### config.mk
export PLATFORM = sky130hd
export DESIGN_NAME = debug_btn_conditioner
export DESIGN_NICKNAME = d
export VERILOG_FILES = /design/src/rtl/debug_btn_conditioner.sv
export SDC_FILE = /design/constraint.sdc
export NUM_CORES = 1
export LEC_CHECK = 0
export ABC_CLOCK_PERIOD_IN_PS = 4200
export CELL_PAD_IN_SITES_DETAIL_PLACEMENT = 0
export CELL_PAD_IN_SITES_GLOBAL_PLACEMENT = 1
export CORE_MARGIN = 2
export CORE_UTILIZATION = 52
export CTS_CLUSTER_SIZE = 30
export DETAILED_ROUTE_END_ITERATION = 10
export DONT_BUFFER_PORTS = 1
export GPL_TIMING_DRIVEN = 0
export MAX_ROUTING_LAYER = met4
export PLACE_DENSITY = 0.95
export SLEW_MARGIN = 20
export SYNTH_ARGS = -nofsm -noshare
export SYNTH_HDL_FRONTEND = slang
export SYNTH_SLANG_ARGS = --single-unit
### constraint.sdc
create_clock -name clk_7seg -period 4.2 [get_ports clk_7seg]
set_input_delay 0.21 -clock clk_7seg [delete_from_list [all_inputs] [get_ports clk_7seg]]
set_output_delay 0.21 -clock clk_7seg [all_outputs]
set_load 0.005 [all_outputs]
### src/rtl/debug_btn_conditioner.sv
`default_nettype none
// ============================================================================
// Module   : debug_btn_conditioner
// Purpose  : Conditions raw FPGA debug buttons/switches on the clk_7seg
//            domain. Each input is synchronised with two flops, debounced by a
//            four-state FSM, and reported as a stable level plus one-cycle
//            press/release pulses. The UP/DN buttons step a display-page index
//            that the top level uses to pick the word shown on the 7-seg.
// Ports    : clk_7seg     in   1       scan clock, the only clock
//            Rst          in   1       synchronous, active-high reset
//            btn_raw      in   N_BTN   asynchronous raw buttons/switches
//            btn_level    out  N_BTN   debounced level
//            btn_press    out  N_BTN   1-cycle pulse on accepted 0->1
//            btn_release  out  N_BTN   1-cycle pulse on accepted 1->0
//            page         out  PAGE_W  display page index
//            page_step    out  1       1-cycle pulse whenever page changes
// Options  : define AUTOREPEAT_EN to make a held UP/DN button auto-repeat
//            page steps after RPT_DELAY cycles, then every RPT_RATE cycles.
//            Without it no repeat logic exists and RPT_* are only
//            range-checked.
// Revision : 1.0  initial release
// ============================================================================
module debug_btn_conditioner #(
  parameter int N_BTN     = 5,
  parameter int DB_CYCLES = 250,
  parameter int UP_IDX    = 0,
  parameter int DN_IDX    = 1,
  parameter int PAGE_W    = 3,
  parameter int RPT_DELAY = 12500,
  parameter int RPT_RATE  = 2500
) (
  input  logic              clk_7seg,
  input  logic              Rst,
  input  logic [N_BTN-1:0]  btn_raw,
  output logic [N_BTN-1:0]  btn_level,
  output logic [N_BTN-1:0]  btn_press,
  output logic [N_BTN-1:0]  btn_release,
  output logic [PAGE_W-1:0] page,
  output logic              page_step
);

  localparam int              CNT_W    = $clog2(DB_CYCLES + 1);
  localparam logic [CNT_W-1:0] CNT_ONE  = CNT_W'(1);
  localparam logic [CNT_W-1:0] CNT_LAST = CNT_W'(DB_CYCLES - 1);

  // Elaboration-time guard against configurations the FSM cannot honour.
  if (DB_CYCLES < 2 || UP_IDX == DN_IDX || UP_IDX >= N_BTN || DN_IDX >= N_BTN ||
      UP_IDX < 0 || DN_IDX < 0 || PAGE_W < 1 || RPT_RATE < 1 ||
      RPT_RATE > RPT_DELAY) begin : g_bad_param
    $error("debug_btn_conditioner: illegal parameter combination");
  end

  typedef enum logic [1:0] {
    ST_IDLE  = 2'd0,  // level 0, stable
    ST_PWAIT = 2'd1,  // level 0, qualifying a press
    ST_HELD  = 2'd2,  // level 1, stable
    ST_RWAIT = 2'd3   // level 1, qualifying a release
  } db_state_e;

  // --------------------------------------------------------------------------
  // Two-flop synchroniser; sync2_q is the only view of btn_raw used below.
  // --------------------------------------------------------------------------
  logic [N_BTN-1:0] sync1_q;
  logic [N_BTN-1:0] sync2_q;

  always_ff @(posedge clk_7seg) begin
    if (Rst) begin
      sync1_q <= '0;
      sync2_q <= '0;
    end else begin
      sync1_q <= btn_raw;
      sync2_q <= sync1_q;
    end
  end

  // Next-cycle values of the registered outputs, gathered from each bit.
  logic [N_BTN-1:0] level_d;
  logic [N_BTN-1:0] press_d;
  logic [N_BTN-1:0] release_d;

`ifdef AUTOREPEAT_EN
  // [0] = UP button sitting in HELD, [1] = DN button sitting in HELD
  logic [1:0] rpt_held;
`endif

  // --------------------------------------------------------------------------
  // Per-bit debounce FSM
  // --------------------------------------------------------------------------
  for (genvar i = 0; i < N_BTN; i++) begin : g_bit
    db_state_e        state_q;
    db_state_e        state_d;
    logic [CNT_W-1:0] cnt_q;
    logic [CNT_W-1:0] cnt_d;
    logic             press_bit_d;
    logic             release_bit_d;

    always_comb begin
      state_d       = state_q;
      cnt_d         = cnt_q;
      press_bit_d   = 1'b0;
      release_bit_d = 1'b0;
      case (state_q)
        ST_IDLE: begin
          if (sync2_q[i]) begin
            state_d = ST_PWAIT;
            cnt_d   = CNT_ONE;
          end
        end
        ST_PWAIT: begin
          if (!sync2_q[i]) begin
            state_d = ST_IDLE;
            cnt_d   = '0;
          end else if (cnt_q >= CNT_LAST) begin
            // >= rather than == keeps the counter from ever wrapping
            state_d     = ST_HELD;
            cnt_d       = '0;
            press_bit_d = 1'b1;
          end else begin
            cnt_d = cnt_q + 1'b1;
          end
        end
        ST_HELD: begin
          if (!sync2_q[i]) begin
            state_d = ST_RWAIT;
            cnt_d   = CNT_ONE;
          end
        end
        ST_RWAIT: begin
          if (sync2_q[i]) begin
            // glitch shorter than the debounce window: stay pressed
            state_d = ST_HELD;
            cnt_d   = '0;
          end else if (cnt_q >= CNT_LAST) begin
            state_d       = ST_IDLE;
            cnt_d         = '0;
            release_bit_d = 1'b1;
          end else begin
            cnt_d = cnt_q + 1'b1;
          end
        end
        default: begin
          state_d = ST_IDLE;
          cnt_d   = '0;
        end
      endcase
    end

    always_ff @(posedge clk_7seg) begin
      if (Rst) begin
        state_q <= ST_IDLE;
        cnt_q   <= '0;
      end else begin
        state_q <= state_d;
        cnt_q   <= cnt_d;
      end
    end

    assign level_d[i]   = (state_d == ST_HELD) || (state_d == ST_RWAIT);
    assign press_d[i]   = press_bit_d;
    assign release_d[i] = release_bit_d;

`ifdef AUTOREPEAT_EN
    if (i == UP_IDX) begin : g_up_held
      assign rpt_held[0] = (state_q == ST_HELD);
    end
    if (i == DN_IDX) begin : g_dn_held
      assign rpt_held[1] = (state_q == ST_HELD);
    end
`endif
  end

  // --------------------------------------------------------------------------
  // Step sources for the page index
  // --------------------------------------------------------------------------
  logic step_up;
  logic step_dn;

`ifdef AUTOREPEAT_EN
  localparam int               RPT_W      = $clog2(RPT_DELAY + 1);
  localparam logic [RPT_W-1:0] RPT_FIRE   = RPT_W'(RPT_DELAY - 1);
  // After a repeat the counter restarts part-way so the next fire lands
  // RPT_RATE cycles later while sharing the single fire comparator.
  localparam logic [RPT_W-1:0] RPT_RELOAD = RPT_W'(RPT_DELAY - RPT_RATE);

  logic [1:0] rpt_step;

  for (genvar k = 0; k < 2; k++) begin : g_rpt
    logic [RPT_W-1:0] rpt_cnt_q;
    logic [RPT_W-1:0] rpt_cnt_d;
    logic             fire;

    always_comb begin
      rpt_cnt_d = '0;
      fire      = 1'b0;
      if (rpt_held[k]) begin
        if (rpt_cnt_q == RPT_FIRE) begin
          fire      = 1'b1;
          rpt_cnt_d = RPT_RELOAD;
        end else begin
          rpt_cnt_d = rpt_cnt_q + 1'b1;
        end
      end
    end

    always_ff @(posedge clk_7seg) begin
      if (Rst) begin
        rpt_cnt_q <= '0;
      end else begin
        rpt_cnt_q <= rpt_cnt_d;
      end
    end

    assign rpt_step[k] = fire;
  end

  assign step_up = press_d[UP_IDX] | rpt_step[0];
  assign step_dn = press_d[DN_IDX] | rpt_step[1];
`else
  assign step_up = press_d[UP_IDX];
  assign step_dn = press_d[DN_IDX];
`endif

  // --------------------------------------------------------------------------
  // Page index: driven from the next-cycle press so page, page_step and
  // btn_press all change on the same edge. Opposing steps cancel.
  // --------------------------------------------------------------------------
  logic [PAGE_W-1:0] page_q;
  logic [PAGE_W-1:0] page_d;
  logic              page_step_q;
  logic              page_step_d;

  always_comb begin
    page_d      = page_q;
    page_step_d = 1'b0;
    if (step_up && !step_dn) begin
      page_d      = page_q + 1'b1;
      page_step_d = 1'b1;
    end else if (step_dn && !step_up) begin
      page_d      = page_q - 1'b1;
      page_step_d = 1'b1;
    end
  end

  // --------------------------------------------------------------------------
  // Registered outputs
  // --------------------------------------------------------------------------
  logic [N_BTN-1:0] level_q;
  logic [N_BTN-1:0] press_q;
  logic [N_BTN-1:0] release_q;

  always_ff @(posedge clk_7seg) begin
    if (Rst) begin
      level_q     <= '0;
      press_q     <= '0;
      release_q   <= '0;
      page_q      <= '0;
      page_step_q <= 1'b0;
    end else begin
      level_q     <= level_d;
      press_q     <= press_d;
      release_q   <= release_d;
      page_q      <= page_d;
      page_step_q <= page_step_d;
    end
  end

  assign btn_level   = level_q;
  assign btn_press   = press_q;
  assign btn_release = release_q;
  assign page        = page_q;
  assign page_step   = page_step_q;

endmodule
`default_nettype wire

==> flow_summary.ini <==
[outcome]
outcome = finished, final reports clean

[sta]
post_route_minimum_period_ns = 2.78
grt_setup_unrepaired = false
final.period_utilization = 0.661
max_freq_mhz = 360
setup_viol = 0
report.final.hold_viol_count = 0
finalSetupTns_ns = 0
max_slew_margin = 0.516
transition_time_of_the_tightest_slew_check_pin_ns = 0.724
finalClockSkew_ns = 0.00937
slew_violations = 0

[final_layout]
utilization = 0.584
final_cell_count_no_fill = 454
final_layout_size_suffix_gt1_frac = 0.0769
antennaDiodeCount = 0
finalNetCount = 398
synth_to_layout_area_growth_pct = 9.32

[clock_network]
clock_pin_transition_on_the_worst_setup_and_hold_timing_paths_ns = 0.07
postCtsSetupRepairBufs = 0
cts_buffers = 9
cts_tree = done
htreeDepth = 3
numClockSinks = 75
clk_path_buf_depth = 2
clock_insertion_delay_worst_skew_ns = 0.35
clock_tree.root_cell = sky130_fd_sc_hd__clkbuf_8

[worst_setup_path]
path_cells = inv_1, ha_1, or3b_2, nand4_1, or3b_2, ha_1, inv_1, fa_1, xor2_1, or3_1, a21oi_1
maximum_fanout_along_the_worst_path = 5
worstSetupStartpointType = flip-flop
critical-path-top-delay-family = simple AND/OR/NAND/NOR gates
cp_slowest_cell = sky130_fd_sc_hd__or3b_2
cpPeakStageDelay_ns = 0.47
critPathRequiredTime_ns = 4.48
timing.critical_path.buf_inv = 2
cp.arrival_ns = 3.05
worst_setup_path_end_kind = flip-flop
crit_type = reg -> reg

[logic_synthesis]
ys_top_cells_by_count = sky130_fd_sc_hd__dfxtp_1, sky130_fd_sc_hd__nor2_1, sky130_fd_sc_hd__xor2_1
synth.top_cell.area_share = 0.445
dominant_combinational_cell_family_by_area_after_synthesis = simple AND/OR/NAND/NOR gates
mux_contribution_to_synthesized_area = 0.0148
synth-main-ff-cell = sky130_fd_sc_hd__dfxtp_1
synth-edff-count = 0
adder_and_majority_cell_fraction_of_the_synthesized_area = 0.0653
synth_simple_gate_area_frac = 0.252
synth_compound_area_frac = 0.129
synth-warning-count = 0
synthArstFlopShare = 0
synth.area.top_cells = sky130_fd_sc_hd__dfxtp_1, sky130_fd_sc_hd__ha_1, sky130_fd_sc_hd__xor2_1
postSynthCellCount = 358
post_synth.cell_area_avg_sq_um = 9.42
synth_nets = 382
ys_seq_area_frac = 0.445
syn-cell-area_sq_um = 3370
synth_top_area_cell = sky130_fd_sc_hd__dfxtp_1
synth_cell_type_count = 45
synthMostInstantiatedCell = sky130_fd_sc_hd__dfxtp_1
yosys.area_share.xor_xnor = 0.0546
yosys_register_bits = 75

[worst_hold_path]
holdCritPathClass = in -> reg

[die]
chipWidth_microns = 84.5
floorplan.rows = 29
core_region_area_sq_um = 6310
initial_core_utilization = 0.534
dieHeight_microns = 84.5
die-area_sq_um = 7140
design.portCount = 26

[drt]
drt_pre_antenna_iters = 4
routed-via-count = 2667
wl_microns = 6730
dr.first_iter.drc_count = 126
post-route-drc-count = 0
routed_via_density = 5.87
routed_wire_length_per_instance_microns = 14.8
detail-route-antenna-nets = 0

[pwr]
total_leakage_power_uw = 0.00140
power_density_nw_per_um2 = 345
worst_ir_drop_vdd_uv = 196

[grt]
met3_usage = 0.0560
grt_start_max_net_pins = 12
grt_antenna_before_repair = 0
first_pass_grt_wire_length_microns = 11500
first_global_vias = 2469
gr-total-overflow = 0
total_track_usage = 0.206
global_route.peak_usage_layer = met2
global_route.usage.met1 = 0.269
global_route.usage.met2 = 0.298

[run]
timing.max_cap.violations = 0

[placement]
place.gp.congestion = 0.808
io_buffers = 0
placed_cells_incl_taps = 435
dp_hpwl_microns = 4660
[tightest hold or removal path: cells and delay by family]
family,cells,cell delay (ns)
simple gates,1,0.10
compound gates,1,0.05
buf+inv,1,0.12
[what timing repair did]
action | in CTS | in global routing
endpoints found under the setup margin | 0 | 0
hold buffers | 5 | 0
gates resized for setup | 0 | 0
hold endpoints to repair | 5 | 0
[sequential cells by signal, summed over array words and instances, names as in the netlist]
register,cells
btn_release,5
page_step,1
g_bit.state_q,10
btn_level,1
page,3
sync1_q,5
sync2_q,5
btn_press,5
g_bit.cnt_q,40
[power breakdown]
group	switching, uW	internal (uW)	leakage [uW]
clock network	249	240	0.0000843
registers	9.24	719	0.000607
logic	34.2	21.3	0.000712
total	293	980	0.00140
[path summary, 6_finish.rpt]
path                            end              start  cells past startpoint  slack [ns]
hold / removal    g_bit[0].cnt_q[5]                Rst                      3        0.18
setup reg to reg            page[2]  g_bit[1].cnt_q[1]                     11        1.42
hold reg to reg          sync2_q[2]         sync1_q[2]                      1        0.44
setup / recovery            page[2]  g_bit[1].cnt_q[1]                     11        1.42
[per-layer routing]
metal  share of wire  vias up  wire length, microns
met2            0.46       63                  3100
li1                -     1322                     -
met3           0.044       11                   293
met1            0.48     1271                  3220
met4           0.018        0                   122
met5               0        -                     0
[placed cells by master (no fill, tap or decap), types with 7 or more instances in the layout]
master	n
sky130_fd_sc_hd__ha_1	16
sky130_fd_sc_hd__nand4_1	9
sky130_fd_sc_hd__clkbuf_1	7
sky130_fd_sc_hd__nand3_1	17
sky130_fd_sc_hd__nor2_1	31
sky130_fd_sc_hd__a21oi_1	13
sky130_fd_sc_hd__and3_1	14
sky130_fd_sc_hd__inv_1	12
sky130_fd_sc_hd__nand2_1	19
sky130_fd_sc_hd__dfxtp_1	75
sky130_fd_sc_hd__clkbuf_8	11
sky130_fd_sc_hd__xor2_1	21
sky130_fd_sc_hd__a31oi_1	8
sky130_fd_sc_hd__or3_1	8
sky130_fd_sc_hd__o21ai_0	13
sky130_fd_sc_hd__nor2b_1	10
sky130_fd_sc_hd__nor4b_1	9
[cell families after synthesis]
group           Yosys count
buf+inv                  27
flops                    75
fa+ha+maj                17
compound gates           63
simple gates            150
mux                       5
xor+xnor                 21
[through the flow]
step / total power (uW) / setup WS, ns / hold slack, ns / instance area, sq um
after global routing: 1330 / 1.30 / 0.182 / 3680
after CTS: 1280 / 1.42 / 0.175 / 3680
after detailed placement: 796 / 1.44 / 0.344 / 3470
after floorplan: 781 / 1.65 / 0.338 / 3370
after global placement: 795 / 1.50 / 0.343 / 3470
final: 1270 / 1.42 / 0.181 / 3680
[final cells by class]
class / count / area, sq um
timing repair buffer: 5 / 50.0
clock inverter: 2 / 12.5
buffer: 14 / 82.6
clock buffer: 12 / 155
inverter: 13 / 48.8
sequential: 75 / 1500
tap: 77 / 96.3
fill: 579 / 2630
multi-input combinational: 256 / 1740
Power figures use the tool's default switching activity.
